### src/rtl/if_stage.sv
// Instruction-fetch stage: owns the PC, drives the instruction-memory address and
// loads the IF/ID register, applying branch/jump redirects, hazard stall/flush and STOP halt.
module if_stage #(
  parameter int unsigned              DATA_WIDTH = 16,
  parameter int unsigned              ADDR_WIDTH = 8,
  parameter int unsigned              IMM8_WIDTH = 8,
  parameter logic [ADDR_WIDTH-1:0]    RESET_PC   = 8'h00,
  parameter logic [DATA_WIDTH-1:0]    NOP_INSTR  = 16'h0000
) (
  input  logic                  clk,
  input  logic                  rst,
  input  logic                  stall_IF_ID_i,
  input  logic                  flush_IF_ID_i,
  input  logic                  JumpD_i,
  input  logic [IMM8_WIDTH-1:0] jumpAddr_i,
  input  logic                  PCSrcE_i,
  input  logic [ADDR_WIDTH-1:0] branchAddrE_i,
  input  logic                  StopD_i,
  output logic [ADDR_WIDTH-1:0] im_addr_o,
  input  logic [DATA_WIDTH-1:0] im_rD_i,
  output logic [ADDR_WIDTH-1:0] PCD_o,
  output logic [DATA_WIDTH-1:0] instructionD_o,
  output logic                  validD_o,
  output logic                  halted_o,
  output logic [15:0]           fetch_cnt_o
);

  typedef enum logic {RUN = 1'b0, HALT = 1'b1} state_e;

  state_e                state_q, state_d;
  logic [ADDR_WIDTH-1:0] pc_q, pc_d;
  logic [ADDR_WIDTH-1:0] pcd_q, pcd_d;
  logic [DATA_WIDTH-1:0] instr_q, instr_d;
  logic                  valid_q, valid_d;
  logic [15:0]           cnt_q, cnt_d;
  logic                  halt_go;

  // A STOP only halts when it is a real instruction that is actually leaving decode
  // and no older taken branch is about to squash it.
  assign halt_go = (state_q == RUN) && StopD_i && valid_q && !stall_IF_ID_i && !PCSrcE_i;

  always_comb begin
    state_d = state_q;
    pc_d    = pc_q;
    pcd_d   = pcd_q;
    instr_d = instr_q;
    valid_d = valid_q;
    cnt_d   = cnt_q;

    if ((state_q == HALT) || halt_go) begin
      state_d = HALT;
      pcd_d   = '0;
      instr_d = NOP_INSTR;
      valid_d = 1'b0;
    end else if (PCSrcE_i) begin
      pc_d    = branchAddrE_i;
      pcd_d   = '0;
      instr_d = NOP_INSTR;
      valid_d = 1'b0;
    end else if (stall_IF_ID_i) begin
      // Flush still squashes IF/ID while the PC holds.
      if (flush_IF_ID_i) begin
        pcd_d   = '0;
        instr_d = NOP_INSTR;
        valid_d = 1'b0;
      end
    end else begin
      if (JumpD_i) begin
        pc_d = ADDR_WIDTH'(jumpAddr_i);
      end else begin
        pc_d = pc_q + ADDR_WIDTH'(1);
      end
      if (flush_IF_ID_i || JumpD_i) begin
        pcd_d   = '0;
        instr_d = NOP_INSTR;
        valid_d = 1'b0;
      end else begin
        pcd_d   = pc_q;
        instr_d = im_rD_i;
        valid_d = 1'b1;
        if (cnt_q != 16'hFFFF) begin
          cnt_d = cnt_q + 16'd1;
        end
      end
    end
  end

  always_ff @(posedge clk) begin
    if (rst) begin
      state_q <= RUN;
      pc_q    <= RESET_PC;
      pcd_q   <= '0;
      instr_q <= NOP_INSTR;
      valid_q <= 1'b0;
      cnt_q   <= '0;
    end else begin
      state_q <= state_d;
      pc_q    <= pc_d;
      pcd_q   <= pcd_d;
      instr_q <= instr_d;
      valid_q <= valid_d;
      cnt_q   <= cnt_d;
    end
  end

  assign im_addr_o      = pc_q;
  assign PCD_o          = pcd_q;
  assign instructionD_o = instr_q;
  assign validD_o       = valid_q;
  assign halted_o       = (state_q == HALT);
  assign fetch_cnt_o    = cnt_q;

endmodule

### config.mk
export PLATFORM = sky130hd
export DESIGN_NAME = if_stage
export DESIGN_NICKNAME = d
export VERILOG_FILES = /design/src/rtl/if_stage.sv
export SDC_FILE = /design/constraint.sdc
export NUM_CORES = 1
export LEC_CHECK = 0
export CORE_AREA = 2 2 78 80
export CTS_BUF_LIST = sky130_fd_sc_hd__clkbuf_4 sky130_fd_sc_hd__clkbuf_8
export DETAILED_ROUTE_END_ITERATION = 12
export DIE_AREA = 0 0 80 82
export PLACE_DENSITY = 0.77
export SYNTH_ARGS = -nofsm -noshare
export SYNTH_HDL_FRONTEND = slang
export SYNTH_SLANG_ARGS = --single-unit
export TNS_END_PERCENT = 50
### constraint.sdc
create_clock -name clk -period 2 [get_ports clk]
set_input_delay 0.6 -clock clk [delete_from_list [all_inputs] [get_ports clk]]
set_output_delay 0.6 -clock clk [all_outputs]
set_load 0.005 [all_outputs]
; After elaboration in Yosys (flattened, before gate mapping)
; Cells that the tools add are included.
[totals]
register_bits = 50
input_bits = 39
out_inout_bits = 50
elab_cells = 39
[op_classes]
add_sub_neg = 2
n_eq_ne = 3
n_mux = 12
n_bitwise = 5
reduce_logical = 11
[ops]
columns = operator, count
row1 = two-way mux 16 bit, 3
row2 = two-way mux 8 bit, 6
row3 = "adder 16 x 1 -> 16 bit, second input constant", 1
row4 = "inequality test 16 bit, second input constant", 1
row5 = "adder 8 x 1 -> 8 bit, second input constant", 1
row6 = inverter 1 bit, 5
row7 = AND reduction 5 bit, 1
row8 = logical AND 1 bit, 4
row9 = "inequality test 2 x 1 -> 1 bit, second input constant", 2
row10 = two-way mux 1 bit, 3
row11 = OR reduction 3 bit, 1
row12 = logical NOT 1 bit, 2
row13 = logical OR 1 bit, 2
row14 = AND reduction 2 bit, 1

; Logic depth before layout (Yosys ltp)
; Gate-level depths: netlist of run 1.
[logic_depth]
word_depth = 8
mapped_depth = 6
depth_no_buf = 6

; Least setup slack after synthesis of run 1
; OpenSTA, ideal clock, no wires.
[synth_path]
path_kind = in2reg
startpoint = input JumpD_i
endpoint = register cnt_q[7] (netlist: fetch_cnt_o[7])
setup_time_ns = 0.123
t_arrival_ns = 1.923
t_required_ns = 1.877
setup_slack_ns = -0.046
path_stages = 6
path_buffers = 1
cell_sequence = buf_6 -> nor3_4 -> nand3_1 -> a21oi_2 -> and3_1 -> mux2_1
[synth_via]
elab_chain_cells = 3
[synth_rtl]
columns = item, line
row1 = from (decl), 14  ; input logic JumpD_i,
row2 = logical OR 1 bit, 73  ; if (flush_IF_ID_i || JumpD_i) begin
row3 = inverter 1 bit (no source line), n/a
row4 = AND reduction 5 bit (no source line), n/a
row5 = to (signal assigned), 102  ; cnt_q <= cnt_d;
row6 = to (decl), 35  ; logic [15:0] cnt_q, cnt_d;
; Every way passes these cells.
; A chain may end at the register's enable or synchronous reset.

; Worst setup path after layout of run 1
[layout_path]
startpoint = register state_q (netlist: halted_o)
endpoint = output halted_o
[layout_rtl]
columns = item, line
row1 = from (decl), 30  ; state_e state_q, state_d;
row2 = from (signal assigned), 97  ; state_q <= state_d;
row3 = to (decl), 24  ; output logic halted_o,
; No word-level cell between the ends.

==> summary.txt, run 1 <==
Route
  – # DRC: 0
  – Vias: 2233
  – Vias per inst: 5.11
  – Met3 wire len: 336 um
  – WL met2: 2.91 mm
  – Top Metal Used: met4
  – Drt first pass iters: 4
  – Routed WL: 5.86 mm
  – DR iter-0 viols: 115
  – WL/cell: 13.4 um
  – Post-DRT Antenna Nets: 0
  – Met1 Routed Length: 2.57 mm

Synthesis
  – #FFs+latches synth: 50
  – Synth Area in Adders: 0.0111
  – Yosys cell types: 39
  – Syn Area/Cell: 8.62 sq um
  – Syn nets: 302
  – Cells after synthesis: 261
  – Xor/xnor share of the synthesized area: 0.0545
  – Largest family of logic cells by synthesized area: simple AND/OR/NAND/NOR gates
  – Syn. warnings: 0
  – Post-synthesis compound-gate area fraction: 0.183
  – Synthesized area: 2250 sq um
  – Simple-gate portion of the synthesized area: 0.225
  – Mux contribution to synthesized area: 0.0373
  – Sequential share of the synthesized area: 0.445

Die
  – Initial Util: 0.392
  – I/O pin cnt: 89
  – Num rows: 28
  – CORE AREA: 5750 sq um
  – Die extent in x: 80 um
  – Die span in y: 82 um
  – Full die area: 6560 sq um

Placed design
  – DP Worst Slack: -0.360 ns
  – HPWL after detailed placement: 4.35 mm
  – GPL Wtd Cong: 0.902
  – Port bufs: 88

Clock tree
  – CTS Buffer Depth: 2
  – H-Tree Depth: 2
  – Worst skew pair latency: 0.30 ns
  – TritonCTS buffer count: 5
  – Worst-path clk slew: 0.08 ns
  – CTS Sinks: 50
  – CTS root buffer: clkbuf_8
  – CTS tree: yes
  – # hold bufs at CTS: 0

Min path
  – Hold Path Cell Cnt: 2
  – Hold_sp: instructionD_o[6]
  – Worst hold path class: reg -> reg
  – Hold path endpoint: instructionD_o[6]

Timing
  – Crit path time final: 1.92 ns
  – Tightest Pin Transition: 0.396 ns
  – RSZ-0062 raised after global routing: no
  – Setup slack after layout: 0.0765 ns
  – Max Clk Rate: 520 MHz
  – Fin. max-slew vios: 0
  – Fin. Hold Viols: 0
  – Rel. slew slack: 0.734
  – Setup TNS: 0 ns
  – Final setup fails: 0
  – Clock skew: 0.00844 ns
  – Final period util: 0.962

Critical path
  – Delay-heaviest family, CP: buffers and inverters
  – Worst-path cell chain: clkdlybuf4s50_1
  – Crit Path Category: reg -> out
  – Reg2Reg Launch Point: fetch_cnt_o[0]
  – CP Data Required Time: 1.40 ns
  – CP Buf/Inv Count: 1
  – RR Endpoint: fetch_cnt_o[10]
  – Reg2Reg Depth: 7
  – CP Data Arrival Time: 1.32 ns
  – Worst path max stage delay: 0.58 ns
  – R2R Setup Slk: 0.21 ns
  – CP max stage cell: clkdlybuf4s50_1
  – Worst setup SP type: flop
  – CP Capture Type: primary output
  – Worst-path maximum fanout: 5

Global route
  – Total GRT Usage: 0.182
  – Largest net degree at the start of global routing: 26
  – Global-route wire length before repair: 9.49 mm
  – GR Overflow Total: 0
  – Vias in the first global route: 2097
  – Initial antenna violation count: 0

Power and ir drop
  – Max VDD drop: 0.000342 V
  – Pwr Density: 585 nW/um^2
  – Leakage: 1.26 nW

Cells and area
  – Post-layout net count: 402
  – Filler Cell Count: 529
  – Most frequent cells in the layout: clkdlybuf4s50_1 (85), dfxtp_1 (50), nor2_1 (50), a22oi_1 (24), buf_4 (20)
  – Ant diodes: 0
  – Layout Utilization: 0.602
  – Most common cell after layout, fill and taps aside: clkdlybuf4s50_1
  – Share of layout cells above drive strength 1: 0.110
  – Area growth syn-to-layout: 53.8%

Job
  – Number of max-cap violations: 0

Run status
  – Outcome: completed
layout make-up:
cell class	instances	area, sq um	area share
tap	75	93.8	0.0271
clock inverter	1	30.0	0.00868
sequential	50	1000	0.289
timing repair buffer	109	1050	0.305
multi-input combinational	187	1170	0.337
inverter	8	30.0	0.00868
clock buffer	7	83.8	0.0242
through the flow:
stage | instance area, sq um | power (mW) | hold slack [ns] | instances
2_1_floorplan | 2250 | 1.16 | 0.483 | 261
3_3_place_gp | 3310 | 1.32 | 0.479 | 427
3_5_place_dp | 3310 | 1.32 | 0.484 | 427
4_1_cts | 3440 | 2.04 | 0.508 | 436
5_1_grt | 3460 | 2.11 | 0.529 | 437
6_report | 3460 | 2.02 | 0.504 | 437
power by group:
group	internal, mW	leakage [nW]	switching, mW
registers	1.01	0.405	0.0220
clock network	0.402	0.0593	0.319
logic	0.158	0.800	0.107
worst max-delay path by stage:
stage                        startpoint               to  slack [ns]  cells after the start
after detailed placement  stall_IF_ID_i  fetch_cnt_o[11]       -0.36                      6
after CTS                 flush_IF_ID_i  fetch_cnt_o[11]       0.004                      6
after floorplan                PCSrcE_i   fetch_cnt_o[7]        0.01                      6
final                          halted_o         halted_o        0.08                      1
after global placement    stall_IF_ID_i  fetch_cnt_o[10]       -0.35                      7
after global routing           halted_o         halted_o      0.0006                      1
registers in the layout (all words and copies together), names as in the netlist:
name            cells
instructionD_o     16
PCD_o               8
im_addr_o           8
halted_o            1
fetch_cnt_o        16
validD_o            1
repair_timing:
| action | in CTS | in global routing |
|---|---|---|
| hold endpoints to repair | 0 | 0 |
| resized for setup | 2 | 4 |
| setup buffers | 1 | 1 |
| setup endpoints to repair | 4 | 6 |
| pin swaps | 0 | 3 |
cells in the mapped netlist:
cell	n	area share
a311oi_1	4	0.016
a22oi_1	24	0.080
inv_1	8	0.013
and2_1	1	0.0028
a211o_1	1	0.0039
nor4_1	1	0.0028
buf_6	1	0.0050
mux2_2	1	0.0050
dfxtp_1	50	0.44
buf_2	1	0.0022
o31ai_1	1	0.0033
o21ai_0	11	0.024
nor2_1	51	0.085
a21oi_1	12	0.027
nand4_2	1	0.0056
a211oi_1	5	0.017
mux2_1	2	0.010
nor3_4	1	0.0072
nor4b_1	1	0.0039
a21bo_2	1	0.0044
a21oi_2	1	0.0039
or3_1	2	0.0056
and3_1	7	0.019
xnor2_1	14	0.055
nand4_1	4	0.011
nor4_2	1	0.0056
ha_1	2	0.011
mux2i_1	5	0.022
or4_1	1	0.0033
nor2b_1	3	0.0083
and4_1	1	0.0039
nor3b_1	1	0.0033
nand2_1	13	0.022
nand3_1	9	0.020
nand3b_1	3	0.010
buf_1	1	0.0017
a31o_2	1	0.0039
nor3b_2	1	0.0056
clkbuf_1	13	0.022
cell families after synthesis:
kind of cell    count (synthesis)
flops                          50
xor+xnor                       14
buf+inv                        24
compound gates                 61
fa+ha+maj                       2
mux                             8
simple gates                  102
worst register-to-register path, stage by stage, from the launching register on:
cell and delay (ns):
dfxtp_1 0.40, ha_1 0.21, and2_1 0.20, nor3b_2 0.27, nor4b_2 0.29, buf_4 0.16, xnor2_1 0.11, nor2_1 0.05
layer usage:
metal / vias up / track usage
li1: 1126 / -
met1: 1036 / 0.216
met2: 65 / 0.330
met3: 6 / 0.0495
met4: 0 / 0.0390
met5: - / 0
(Power assumes the default switching activity.)
==> inputs of run 2 (changes only) <==
--- a/config.mk
+++ b/config.mk
@@ -7,6 +7,7 @@
 export LEC_CHECK = 0
 export CORE_AREA = 2 2 78 80
 export CTS_BUF_LIST = sky130_fd_sc_hd__clkbuf_4 sky130_fd_sc_hd__clkbuf_8
+export CTS_CLUSTER_DIAMETER = 50
 export DETAILED_ROUTE_END_ITERATION = 12
 export DIE_AREA = 0 0 80 82
 export PLACE_DENSITY = 0.77
==> results of run 2 <==
No change in the layout: final DEF, timing and power equal those of run 1.
